`config.mk`:
```
export PLATFORM = sky130hd
export DESIGN_NAME = uart_tx_serializer_flat
export DESIGN_NICKNAME = d
export VERILOG_FILES = /design/src/rtl/uart_tx_serializer_if.sv /design/src/rtl/uart_tx_serializer.sv /design/src/flat_wrapper.sv
export SDC_FILE = /design/constraint.sdc
export NUM_CORES = 1
export LEC_CHECK = 0
export CAP_MARGIN = 25
export CORE_MARGIN = 5
export CORE_UTILIZATION = 55
export DETAILED_ROUTE_END_ITERATION = 6
export MAX_ROUTING_LAYER = met4
export PLACE_DENSITY = 0.82
export SLEW_MARGIN = 20
export SYNTH_ARGS = -nofsm -noshare
export SYNTH_HDL_FRONTEND = slang
export SYNTH_SLANG_ARGS = --single-unit
```
`constraint.sdc`:
```
create_clock -name clk -period 2.4 [get_ports clk]
set_clock_uncertainty 0.05 [all_clocks]
set_input_delay 0.48 -clock clk [delete_from_list [all_inputs] [get_ports clk]]
set_output_delay 0.48 -clock clk [all_outputs]
set_load 0.02 [all_outputs]
```
`src/rtl/uart_tx_serializer_if.sv`:
```
// uart_tx_serializer_if: byte-in / serial-out handshake plus baud tick and baud-counter enable
interface uart_tx_serializer_if #(parameter int DW = 8);
    logic          baud_tick;
    logic          tx_start;
    logic [DW-1:0] tx_data;
    logic          tx;
    logic          tx_busy;
    logic          tx_done;
    logic          baud_en;
    modport master (
        output baud_tick, tx_start, tx_data,
        input  tx, tx_busy, tx_done, baud_en
    );
    modport slave (
        input  baud_tick, tx_start, tx_data,
        output tx, tx_busy, tx_done, baud_en
    );
endinterface

```
`src/rtl/uart_tx_serializer.sv`:
```
// uart_tx_serializer: shifts a latched word out as start, LSB-first data, optional parity, 1-2 stop bits
module uart_tx_serializer #(
    parameter int DW         = 8,
    parameter int PARITY_EN  = 0,
    parameter int PARITY_ODD = 0,
    parameter int STOP_BITS  = 1
) (
    input  logic               clk,
    input  logic               rst,
    uart_tx_serializer_if.slave bus
);
    localparam int CW = $clog2(DW);
    localparam logic [CW-1:0] LAST_BIT = CW'(DW - 1);
    localparam logic LAST_STOP = 1'(STOP_BITS - 1);
    typedef enum logic [2:0] {IDLE, START, DATA, PARITY, STOP} state_t;
    state_t        r_state;
    logic [DW-1:0] r_shift;
    logic [CW-1:0] r_cnt;
    logic          r_stop;
    logic          r_par;
    logic          r_tx;
    logic          r_busy;
    logic          r_done;
    always_ff @(posedge clk) begin
        if (rst) begin
            r_state <= IDLE;
            r_shift <= '0;
            r_cnt   <= '0;
            r_stop  <= 1'b0;
            r_par   <= 1'b0;
            r_tx    <= 1'b1;
            r_busy  <= 1'b0;
            r_done  <= 1'b0;
        end else begin
            r_done <= 1'b0;
            case (r_state)
                IDLE: if (bus.tx_start) begin
                    r_shift <= bus.tx_data;
                    r_par   <= ^bus.tx_data ^ PARITY_ODD[0];
                    r_state <= START;
                    r_tx    <= 1'b0;
                    r_busy  <= 1'b1;
                end
                START: if (bus.baud_tick) begin
                    r_state <= DATA;
                    r_tx    <= r_shift[0];
                    r_cnt   <= '0;
                end
                DATA: if (bus.baud_tick) begin
                    if (r_cnt != LAST_BIT) begin
                        r_shift <= r_shift >> 1;
                        r_tx    <= r_shift[1];
                        r_cnt   <= r_cnt + 1'b1;
                    end else if (PARITY_EN != 0) begin
                        r_state <= PARITY;
                        r_tx    <= r_par;
                    end else begin
                        r_state <= STOP;
                        r_tx    <= 1'b1;
                        r_stop  <= 1'b0;
                    end
                end
                PARITY: if (bus.baud_tick) begin
                    r_state <= STOP;
                    r_tx    <= 1'b1;
                    r_stop  <= 1'b0;
                end
                STOP: if (bus.baud_tick) begin
                    if (r_stop == LAST_STOP) begin
                        r_state <= IDLE;
                        r_busy  <= 1'b0;
                        r_done  <= 1'b1;
                    end else begin
                        r_stop <= 1'b1;
                    end
                end
                default: r_state <= IDLE;
            endcase
        end
    end
    assign bus.tx      = r_tx;
    assign bus.tx_busy = r_busy;
    assign bus.tx_done = r_done;
    assign bus.baud_en = r_busy;
endmodule

```
`src/flat_wrapper.sv`:
```
// flat-port wrapper written by rule: the top's interface ports become plain ports
module uart_tx_serializer_flat 
#(
    parameter int DW         = 8,
    parameter int PARITY_EN  = 0,
    parameter int PARITY_ODD = 0,
    parameter int STOP_BITS  = 1
)
  (clk, rst, bus_baud_tick, bus_tx_start, bus_tx_data, bus_tx, bus_tx_busy, bus_tx_done, bus_baud_en);
  uart_tx_serializer_if #(.DW(DW)) bus_i ();
  input  logic clk;
  input  logic rst;
  input wire logic [$bits(bus_i.baud_tick)-1:0] bus_baud_tick;
  input wire logic [$bits(bus_i.tx_start)-1:0] bus_tx_start;
  input wire logic [$bits(bus_i.tx_data)-1:0] bus_tx_data;
  output wire logic [$bits(bus_i.tx)-1:0] bus_tx;
  output wire logic [$bits(bus_i.tx_busy)-1:0] bus_tx_busy;
  output wire logic [$bits(bus_i.tx_done)-1:0] bus_tx_done;
  output wire logic [$bits(bus_i.baud_en)-1:0] bus_baud_en;
  assign bus_i.baud_tick = bus_baud_tick;
  assign bus_i.tx_start = bus_tx_start;
  assign bus_i.tx_data = bus_tx_data;
  assign bus_tx = bus_i.tx;
  assign bus_tx_busy = bus_i.tx_busy;
  assign bus_tx_done = bus_i.tx_done;
  assign bus_baud_en = bus_i.baud_en;
  uart_tx_serializer #(.DW(DW), .PARITY_EN(PARITY_EN), .PARITY_ODD(PARITY_ODD), .STOP_BITS(STOP_BITS)) u_core (.clk(clk), .rst(rst), .bus(bus_i));
endmodule
```
==> After elaboration in Yosys (flattened, before gate mapping) <==
Cells that the tools add are included.
{ "word_totals": {"word_cells": 69, "latch_bits": 0, "reg_bits": 18, "romBits": 0, "mem_bits_rw": 0, "n_memories": 0} }
{ "op_classes": {"n_shift": 0, "div_mod_pow": 0, "mux": 33, "n_lt_le_gt_ge": 0, "reduce_logical": 13, "n_mul": 0, "n_eq_ne": 13, "addsub": 1, "bitwise_logic": 2} }
{ "op_table": {"columns": ["operator", "n"], "rows": [
  ["2-to-1 mux 3 bit", 10],
  ["2-to-1 mux 8 bit", 3],
  ["one-hot mux 8 bit (2 select lines)", 1],
  ["one-hot mux 3 bit (5 select lines)", 1],
  ["2-to-1 mux 1 bit", 14],
  ["!= test 2 bit (second input constant)", 7],
  ["AND reduction 4 bit", 3],
  ["AND reduction 5 bit", 2],
  ["AND reduction 7 bit", 1],
  ["== test 3 x 2 -> 1 bit (second input constant)", 2],
  ["one-hot mux 3 bit (2 select lines)", 1],
  ["nonzero test 2 bit", 3],
  ["one-hot mux 1 bit (4 select lines)", 1],
  ["nonzero test 4 bit", 1],
  ["adder 3 x 1 -> 3 bit (second input constant)", 1],
  ["== test 3 x 1 -> 1 bit (second input constant)", 1],
  ["== test 3 bit (second input constant)", 1],
  ["logical NOT 3 bit", 1],
  ["!= test 3 bit (second input constant)", 1],
  ["one-hot mux 1 bit (3 select lines)", 1],
  ["nonzero test 3 bit", 1],
  ["OR reduction 3 bit", 1],
  ["!= test 2 x 1 -> 1 bit (second input constant)", 1],
  ["inverter 1 bit", 2],
  ["one-hot mux 1 bit (2 select lines)", 1]
]} }

==> Depth between registers and ports, before layout <==
Gate-level depths: netlist (run 1).
{ "depth": {"word_depth": 4, "mapped_depth": 5} }

==> Worst setup path before layout (run 1) <==
OpenSTA, ideal clock, no wires.
{ "synth_timing": {"path_kind": "reg-to-reg", "from": "reg u_core.r_cnt[0]", "to": "reg u_core.r_shift[7]", "path_buffers": 0, "synth_period_minus_slack_ps": 1588, "path_slack_ps": 812, "stages_incl_launch_ff": 6, "arrival_ps": 1467, "cell_sequence": "dfxtp_1 ha_1 ha_1 nand3b_1 a211oi_4 mux2i_1"} }
{ "synth_via": {"elab_chain_len": 3} }
{ "synth_rtl": {"columns": ["element", "line", "text"], "rows": [
  ["start: declaration", "uart_tx_serializer.sv:18", "logic [CW-1:0] r_cnt;"],
  ["start signal: assignment", "uart_tx_serializer.sv:53", "r_cnt <= r_cnt + 1'b1;"],
  ["!= test 3 bit", "uart_tx_serializer.sv:50", "if (r_cnt != LAST_BIT) begin"],
  ["!= test 2 x 1 -> 1 bit (no line)", null, null],
  ["AND reduction 4 bit (no line)", null, null],
  ["end signal: assignment", "uart_tx_serializer.sv:38", "r_shift <= bus.tx_data;"],
  ["end signal: assignment", "uart_tx_serializer.sv:51", "r_shift <= r_shift >> 1;"],
  ["end: declaration", "uart_tx_serializer.sv:17", "logic [DW-1:0] r_shift;"]
]} }
Every way passes these cells.
A chain may end at the register's enable or synchronous reset.

==> Worst setup path after layout (run 1) <==
{ "layout_timing": {"from": "reg u_core.r_busy, in the netlist u_core.bus.baud_en", "to": "out bus_baud_en"} }
{ "layout_rtl": {"columns": ["element", "line", "text"], "rows": [
  ["start: declaration", "uart_tx_serializer.sv:22", "logic r_busy;"],
  ["start signal: assignment", "uart_tx_serializer.sv:32", "r_busy <= 1'b0;"],
  ["start signal: assignment", "uart_tx_serializer.sv:42", "r_busy <= 1'b1;"],
  ["start signal: assignment", "uart_tx_serializer.sv:71", "r_busy <= 1'b0;"],
  ["end: declaration", "flat_wrapper.sv:19", "output wire logic [$bits(bus_i.baud_en)-1:0] bus_baud_en;"]
]} }
No word-level cell between the ends.

==> results of run 1 <==
[placed cells by master (no fill, tap or decap)]
cell	count
nor4b_2	1
and4bb_2	1
a211oi_4	1
dfxtp_1	17
nand2_1	3
ha_1	3
clkdlybuf4s50_1	15
or3b_1	1
a2bb2oi_1	1
o21ai_0	4
nand3b_1	3
a211oi_1	15
nor3b_2	1
buf_4	3
a211o_1	1
nor3b_1	2
clkbuf_4	3
or3b_4	1
nor2_1	2
a21oi_2	1
nand2b_1	7
inv_1	4
nor3_1	2
a21oi_1	2
clkbuf_1	1
mux2i_1	11
or3b_2	3
a21o_1	2
[metrics by stage]
| stage | total power, mW | area (µm²) |
|---|---|---|
| after floorplan | 0.421 | 960 |
| after global placement | 0.461 | 1100 |
| after detailed placement | 0.466 | 1100 |
| final | 0.606 | 1120 |
| after global routing | 0.645 | 1120 |
| after CTS | 0.615 | 1120 |
[worst paths after layout]
path | start | endpoint | slack, ns | depth (start not counted)
setup / recovery | u_core.bus.baud_en | bus_baud_en | 0.61 | 1
hold reg to reg | u_core.bus.tx | u_core.bus.tx | 0.42 | 1
hold / removal | u_core.bus.tx | u_core.bus.tx | 0.42 | 1
setup reg to reg | u_core.r_cnt[0] | u_core.r_shift[7] | 0.62 | 5
[logic make-up after synthesis]
family,after synthesis,synth area share [%]
DFF,17,35.5
muxes,11,11.5
buffers and inverters,12,7.43
AOI/OAI and AO/OA,27,21.3
and+or+nand+nor,27,20.5
adders and majority gates,3,3.91
[cell usage after synthesis]
cell	n	share of area, %
ha_1	3	3.9
buf_6	2	2.3
a21oi_1	2	1.0
nor2_1	2	0.78
a21o_1	2	1.6
or3b_2	3	2.7
and4bb_2	1	1.3
buf_4	3	2.3
or3b_1	1	0.91
a211oi_4	1	2.1
o21ai_0	4	2.1
nand2_1	3	1.2
a2bb2oi_1	1	0.91
mux2i_1	11	11
nand3b_1	3	2.3
a21oi_2	1	0.91
a211o_1	1	0.91
dfxtp_1	17	35
nor3b_2	1	1.3
nor3b_1	2	1.6
inv_1	4	1.6
or3b_4	1	1.2
nor4b_2	1	1.6
nor3_1	2	1.0
clkbuf_1	3	1.2
nand2b_1	7	4.6
a211oi_1	15	12
[flip-flops by register name, indices dropped and copies added, names as in the netlist]
name and count:
u_core.bus.baud_en 1, u_core.bus.tx_done 1, u_core.bus.tx 1, u_core.r_shift 8, u_core.r_cnt 3, u_core.r_state 3
[layer usage]
metal / part of all wire, % / wire length, µm / global-route usage [%] / vias to the layer above
li1: - / - / - / 386
met1: 45 / 805 / 17.3 / 366
met2: 48 / 871 / 26.1 / 14
met3: 4.8 / 86 / 3.44 / 4
met4: 1.8 / 32 / 9.61 / 0
met5: 0 / 0 / - / -
[final cells by class]
class | instances | share of cell area, %
multi-input combinational | 68 | 48.8
tap | 17 | 1.89
sequential | 17 | 30.3
clock buffer | 4 | 2.34
timing repair buffer | 18 | 15.4
inverter | 4 | 1.34
[power by group through the flow]
stage	clock network (mW)	registers, mW	logic (mW)
floorplan	0	0.326	0.0951
global placement	0	0.329	0.132
detailed placement	0	0.331	0.135
CTS	0.155	0.324	0.136
global route	0.171	0.328	0.146
finish	0.147	0.324	0.135
==> results.toml, run 1 <==
[clocking]
cts_resized = 0
cts_buffers = 3
ctsRootBufferMaster = "clkbuf_4"
numClockSinks = 17
clk_pin_slew_ns = 0.09
clk_path_buf_depth = 2
clk_latency_ns = 0.28
hold_buffers = 0
cts_tree = "yes"
post-cts-setup-buffers = 0
htreeDepth = 1

[placement]
port_buffers = 15
gp_congestion = 0.774
pre_cts_slack_ns = 0.320
dpl.cell_count = 124
place_hpwl_um = 1340

[power]
p_int_mw = 0.444
power_switching_mw = 0.162
p_leak_nw = 0.407
switching_share_pct = 26.8
pwr-share-comb_pct = 22.2
power.density_mw_per_mm2 = 539
clock_power_share_pct = 24.3
vdd_drop_max_uv = 378
seqPwrFrac_pct = 53.5

[worst_hold_path]
worst_hold_path_type = "reg2reg"

[critical_path]
slowest_stage = "clkdlybuf4s50_1"
arrival_ns = 1.26
crit_fanout = 4
path_cells = "clkdlybuf4s50_1"
cp_top_family = "buffers and inverters"
endpoint_kind = "output port"
start_kind = "flop"
slowest_delay_ns = 0.61
worstPathRequired_ns = 1.87
worstSetupPathType = "reg2out"
critical_path.n_buffers_inverters = 1

[floorplanning]
core_mm2 = 0.00169
die_h_um = 51.8
die_x_um = 51.8
die-area_mm2 = 0.00268
rows = 15
io-pin-count = 16
initial_core_util_pct = 56.8

[logic_synthesis]
syn_area_um2 = 960
synth_cell_types = 27
syn_area_per_cell_um2 = 9.89
ys_seq_area_share_pct = 35.5
netlist_instances = 97
yosys_warnings = 0
synthesis.nets = 112
synth.ff_latch_count = 17

[timing]
report.final.setup_viol = 0
drv_slew = 0
max-slew-margin-rel_pct = 68.3
fin_hold_ws_ns = 0.422
setup_tns_ns = 0
fmax_mhz = 559
finalHoldViolCount = 0
min_period_ns = 1.79
period_share_pct = 74.5
fin_ws_ns = 0.611
rsz0062_at_grt = "false"
worst_slew_pin_slew_ns = 0.475

[outcome]
status = "completed"

[layout]
finish.utilization_pct = 66.5
final_cells = 128
nNetsFinal = 127
diodes = 0
syn_to_final_growth_pct = 17.1
fill_cells = 149
multiInputGateArea_um2 = 548
seq_area_um2 = 340
layout-drive-gt1-share_pct = 13.5

[drt]
ant_nets = 0
routedWlPerCell_um = 14.0
vias = 770
viasPerCell = 6.02
routed_wirelength_um = 1800
firstDrtPassIters = 4
drt_iter0_drc = 8
drc = 0

[global_route]
grt_max_degree = 21
grt.total_usage_pct = 15.8
antenna_found_initial = 0
first_global_vias = 740
grt_pass1_wl_um = 3070
grt_overflow = 0

[run]
maxCapViolCount = 0
Note: power is estimated with default switching activity, not from simulation.
==> run 2, diff against run 1 <==
Settings changed: CORE_UTILIZATION 55 to 46, PLACE_DENSITY 0.82 to 0.73.
Clock period 2.4 ns to 1.6 ns, I/O delays scaled along.
==> results.toml, run 2 (same netlist as run 1, synthesis figures left out) <==
[drt]
ant_nets = 0
drt_iter0_drc = 14
firstDrtPassIters = 4
viasPerCell = 5.41
drc = 0
routedWlPerCell_um = 13.4
routed_wirelength_um = 1980
vias = 801

[layout]
fill_cells = 164
top_regs = "u_core.r_shift (8), u_core.r_cnt (3), u_core.r_state (3)"
largest-register = "u_core.r_shift"
final_common_cell = "a211oi_1"
layout-drive-gt1-share_pct = 26.4
final_area_mm2 = 0.00127
diodes = 0
final_cell_mix = "a211oi_1, dfxtp_1, buf_4"
syn_to_final_growth_pct = 31.9
nNetsFinal = 137
largest_register_ffs = 8

[critical_path]
slowest_delay_ns = 0.35
worstSetupPathType = "reg2reg"
cp_top_family = "flip-flops"
arrival_ns = 1.76
endpoint_kind = "flop"
critical_path.n_buffers_inverters = 1
slowest_stage = "dfxtp_2"
start_kind = "flop"
path_cells = "ha_4, ha_2, nand3b_1, a211oi_4, buf_12, mux2i_1"
crit_fanout = 8
worstPathRequired_ns = 1.77

[timing]
report.final.setup_viol = 0
finalHoldViolCount = 0
min_period_ns = 1.59
rsz0062_at_grt = "true"
drv_slew = 0
period_share_pct = 99.4
worst_slew_pin_slew_ns = 0.387
fmax_mhz = 629
max-slew-margin-rel_pct = 74.2

[power]
vdd_drop_max_uv = 497
p_leak_nw = 0.483
power.density_mw_per_mm2 = 749
power.total_mw = 0.948

[floorplanning]
die-area_mm2 = 0.00310
die_h_um = 55.7
die_x_um = 55.7
rows = 16
io-pin-count = 16
initial_core_util_pct = 48.4
core_mm2 = 0.00198

[clocking]
ctsRootBufferMaster = "clkbuf_4"
clk_pin_slew_ns = 0.10
clk_path_buf_depth = 2
numClockSinks = 17
cts_tree = "yes"
clk_latency_ns = 0.29
cts_buffers = 3
htreeDepth = 1

[placement]
place_hpwl_um = 1440
port_buffers = 15
placed_area_mm2 = 0.00120
gp_congestion = 0.722

[worst_hold_path]
worst_hold_path_type = "reg2reg"

[global_route]
grt_pass1_wl_um = 3570
antenna_found_initial = 0
grt_max_degree = 21
first_global_vias = 771
grt_overflow = 0
grt.total_usage_pct = 14.3

[outcome]
status = "completed"

[run]
maxCapViolCount = 0
## run 2: final timing paths
path	from	end	slack [ns]	cells after the start
max	u_core.r_cnt[0]	u_core.r_shift[7]	0.009	6
min	u_core.bus.tx	u_core.bus.tx	0.42	1
max reg2reg	u_core.r_cnt[0]	u_core.r_shift[7]	0.009	6
min reg2reg	u_core.bus.tx	u_core.bus.tx	0.42	1
## run 2: per-stage QoR
stage / hold WS (ns) / cells / TNS [ns] / util [%] / worst slack (ns)
3_5_place_dp: 0.411 / 144 / -2.45 / 60.4 / -0.239
2_1_floorplan: 0.399 / 97 / 0 / - / 0.0117
3_3_place_gp: 0.398 / 144 / -2.08 / 60.4 / -0.197
4_1_cts: 0.426 / 148 / 0 / 63.1 / 0.00334
5_1_grt: 0.462 / 148 / -0.158 / 63.9 / -0.0712
6_report: 0.421 / 148 / 0 / 63.9 / 0.00932
## run 2: final cells by class
cell class / count / area, µm² / area share [%]
flip-flops and latches: 17 / 344 / 27.2
clock buffers: 4 / 26.3 / 2.08
well taps: 27 / 33.8 / 2.67
inverters: 4 / 15.0 / 1.19
repair buffers: 28 / 259 / 20.5
multi-input cells: 68 / 588 / 46.4
## run 2: metal layers
metal | vias up | global-route usage, % | wire [µm]
li1 | 405 | - | -
met1 | 377 | 17.9 | 948
met2 | 19 | 23.5 | 944
met3 | 0 | 3.02 | 86
met4 | 0 | 3.13 | 0
met5 | - | - | 0
## run 2: report_power, final
group	internal, mW	switching, mW	leakage, nW	total [mW]
Sequential	0.456	0.0280	0.141	0.484
Clock	0.0968	0.137	0.0150	0.234
Combinational	0.132	0.0990	0.327	0.231
Total	0.684	0.264	0.483	0.948
## run 2: worst reg2reg max path, stage by stage, from the launching register on
cell      delay, ns
dfxtp_2        0.35
ha_4           0.17
ha_2           0.17
nand3b_1       0.19
a211oi_4       0.26
buf_12         0.15
mux2i_1        0.18
## run 2: timing repair
| action | CTS | global route |
|---|---|---|
| cloned | 0 | 0 |
| buffers inserted | 0 | 0 |
| setup endpoints to repair | 15 | 11 |
| pin swaps | 2 | 1 |
| resized for setup | 11 | 5 |
| hold buffers | 0 | 0 |
==> run 3, diff against run 2 <==
--- a/constraint.sdc
+++ b/constraint.sdc
@@ -3,3 +3,3 @@
 set_input_delay 0.32 -clock clk [delete_from_list [all_inputs] [get_ports clk]]
 set_output_delay 0.32 -clock clk [all_outputs]
-set_load 0.02 [all_outputs]
+set_load 0.1 [all_outputs]
==> results.toml, run 3 (same netlist as run 1, synthesis figures left out) <==
[outcome]
status = "completed"

[power]
p_int_mw = 0.701
power_switching_mw = 0.317
clock_power_share_pct = 21.8
p_leak_nw = 0.474
power.density_mw_per_mm2 = 787
seqPwrFrac_pct = 48.3
vdd_drop_max_uv = 485
switching_share_pct = 31.2
pwr-share-comb_pct = 29.9

[placement]
place_hpwl_um = 1480
dpl.cell_count = 142
gp_congestion = 0.747
pre_cts_slack_ns = -0.255
port_buffers = 15

[critical_path]
worstSetupPathType = "reg2reg"
start_kind = "flop"
path_cells = "nor3b_2, buf_12, or3b_2, mux2i_1"
worstPathRequired_ns = 1.77
endpoint_kind = "flop"
slowest_stage = "dfxtp_1"
arrival_ns = 1.76
slowest_delay_ns = 0.62
crit_fanout = 12

[clocking]
cts_tree = "yes"
numClockSinks = 17
clk_latency_ns = 0.28
post-cts-setup-buffers = 0
htreeDepth = 1
clk_path_buf_depth = 2
cts_buffers = 3
clk_pin_slew_ns = 0.10
hold_buffers = 0
ctsRootBufferMaster = "clkbuf_4"

[global_route]
first_global_vias = 821
antenna_found_initial = 0
grt.total_usage_pct = 14.2
grt_overflow = 0
grt_pass1_wl_um = 3580
grt_max_degree = 21

[timing]
min_period_ns = 1.59
report.final.setup_viol = 0
drv_slew = 0
rsz0062_at_grt = "true"
max-slew-margin-rel_pct = 68.4
fin_ws_ns = 0.0102
period_share_pct = 99.4
fmax_mhz = 629
finalHoldViolCount = 0
worst_slew_pin_slew_ns = 0.473

[layout]
final_cells = 146
top_regs = "u_core.r_shift (8), u_core.r_cnt (3), u_core.r_state (3)"
diodes = 0
largest_register_ffs = 8
layout-drive-gt1-share_pct = 29.4
final_common_cell = "a211oi_1"
nNetsFinal = 135
largest-register = "u_core.r_shift"
syn_to_final_growth_pct = 34.8
final_cell_mix = "a211oi_1, dfxtp_1, mux2i_1, clkdlybuf4s50_1, buf_4"

[drt]
viasPerCell = 5.42
routedWlPerCell_um = 13.9
firstDrtPassIters = 4
vias = 792
ant_nets = 0
routed_wirelength_um = 2030
drt_iter0_drc = 17
drc = 0

[floorplanning]
die_x_um = 55.7
io-pin-count = 16
die-area_mm2 = 0.00310
initial_core_util_pct = 48.4
core_mm2 = 0.00198
die_h_um = 55.7
rows = 16

[worst_hold_path]
worst_hold_path_type = "reg2reg"

[run]
maxCapViolCount = 0
## run 3: area by class of cell
cell class	count	area (µm²)
Multi-Input combinational cell	68	583
Inverter	4	15.0
Clock inverter	1	5.00
Timing Repair Buffer	26	289
Tap cell	27	33.8
Fill cell	168	688
Clock buffer	3	22.5
Sequential cell	17	345
## run 3: worst paths after layout
path                     start                end  slack, ns  cells after the start
max          u_core.r_state[0]  u_core.r_shift[7]       0.01                      4
min          u_core.r_shift[7]  u_core.r_shift[7]       0.44                      2
max reg2reg  u_core.r_state[0]  u_core.r_shift[7]       0.01                      4
min reg2reg  u_core.r_shift[7]  u_core.r_shift[7]       0.44                      2
## run 3: routing by layer
metal | track usage [%] | routed length, µm | vias to the layer above
met5 | - | 0 | -
met4 | 6.25 | 25 | 0
met3 | 3.25 | 78 | 4
met2 | 22.1 | 944 | 16
met1 | 17.5 | 985 | 368
li1 | - | - | 404
## run 3: stage by stage
step	hold WS (ns)	instance area (µm²)	util, %	TNS, ns	power, mW
after floorplan	0.399	961	-	0	0.685
after global placement	0.407	1220	61.7	-2.02	0.787
final	0.441	1290	65.3	0	1.02
after detailed placement	0.424	1220	61.7	-2.78	0.797
after global routing	0.465	1290	65.3	-0.304	1.08
after CTS	0.442	1290	65.2	0	1.03
## run 3: worst max-delay path, delay by kind of cell, from the launching register on
| kind | cells | cell delay [ns] |
|---|---|---|
| buf+inv | 1 | 0.17 |
| flops | 1 | 0.62 |
| mux | 1 | 0.13 |
| simple gates | 2 | 0.55 |
## run 3: power groups by stage
stage | Combinational (mW) | Clock [mW] | Sequential, mW
after floorplan | 0.160 | 0 | 0.525
after global placement | 0.290 | 0 | 0.497
after detailed placement | 0.297 | 0 | 0.500
after CTS | 0.305 | 0.235 | 0.491
after global routing | 0.324 | 0.257 | 0.496
final | 0.304 | 0.222 | 0.492
## run 3: timing repair
item	in CTS	in global routing
gates resized for setup	10	1
setup endpoints to repair	12	9
pin swaps	3	3
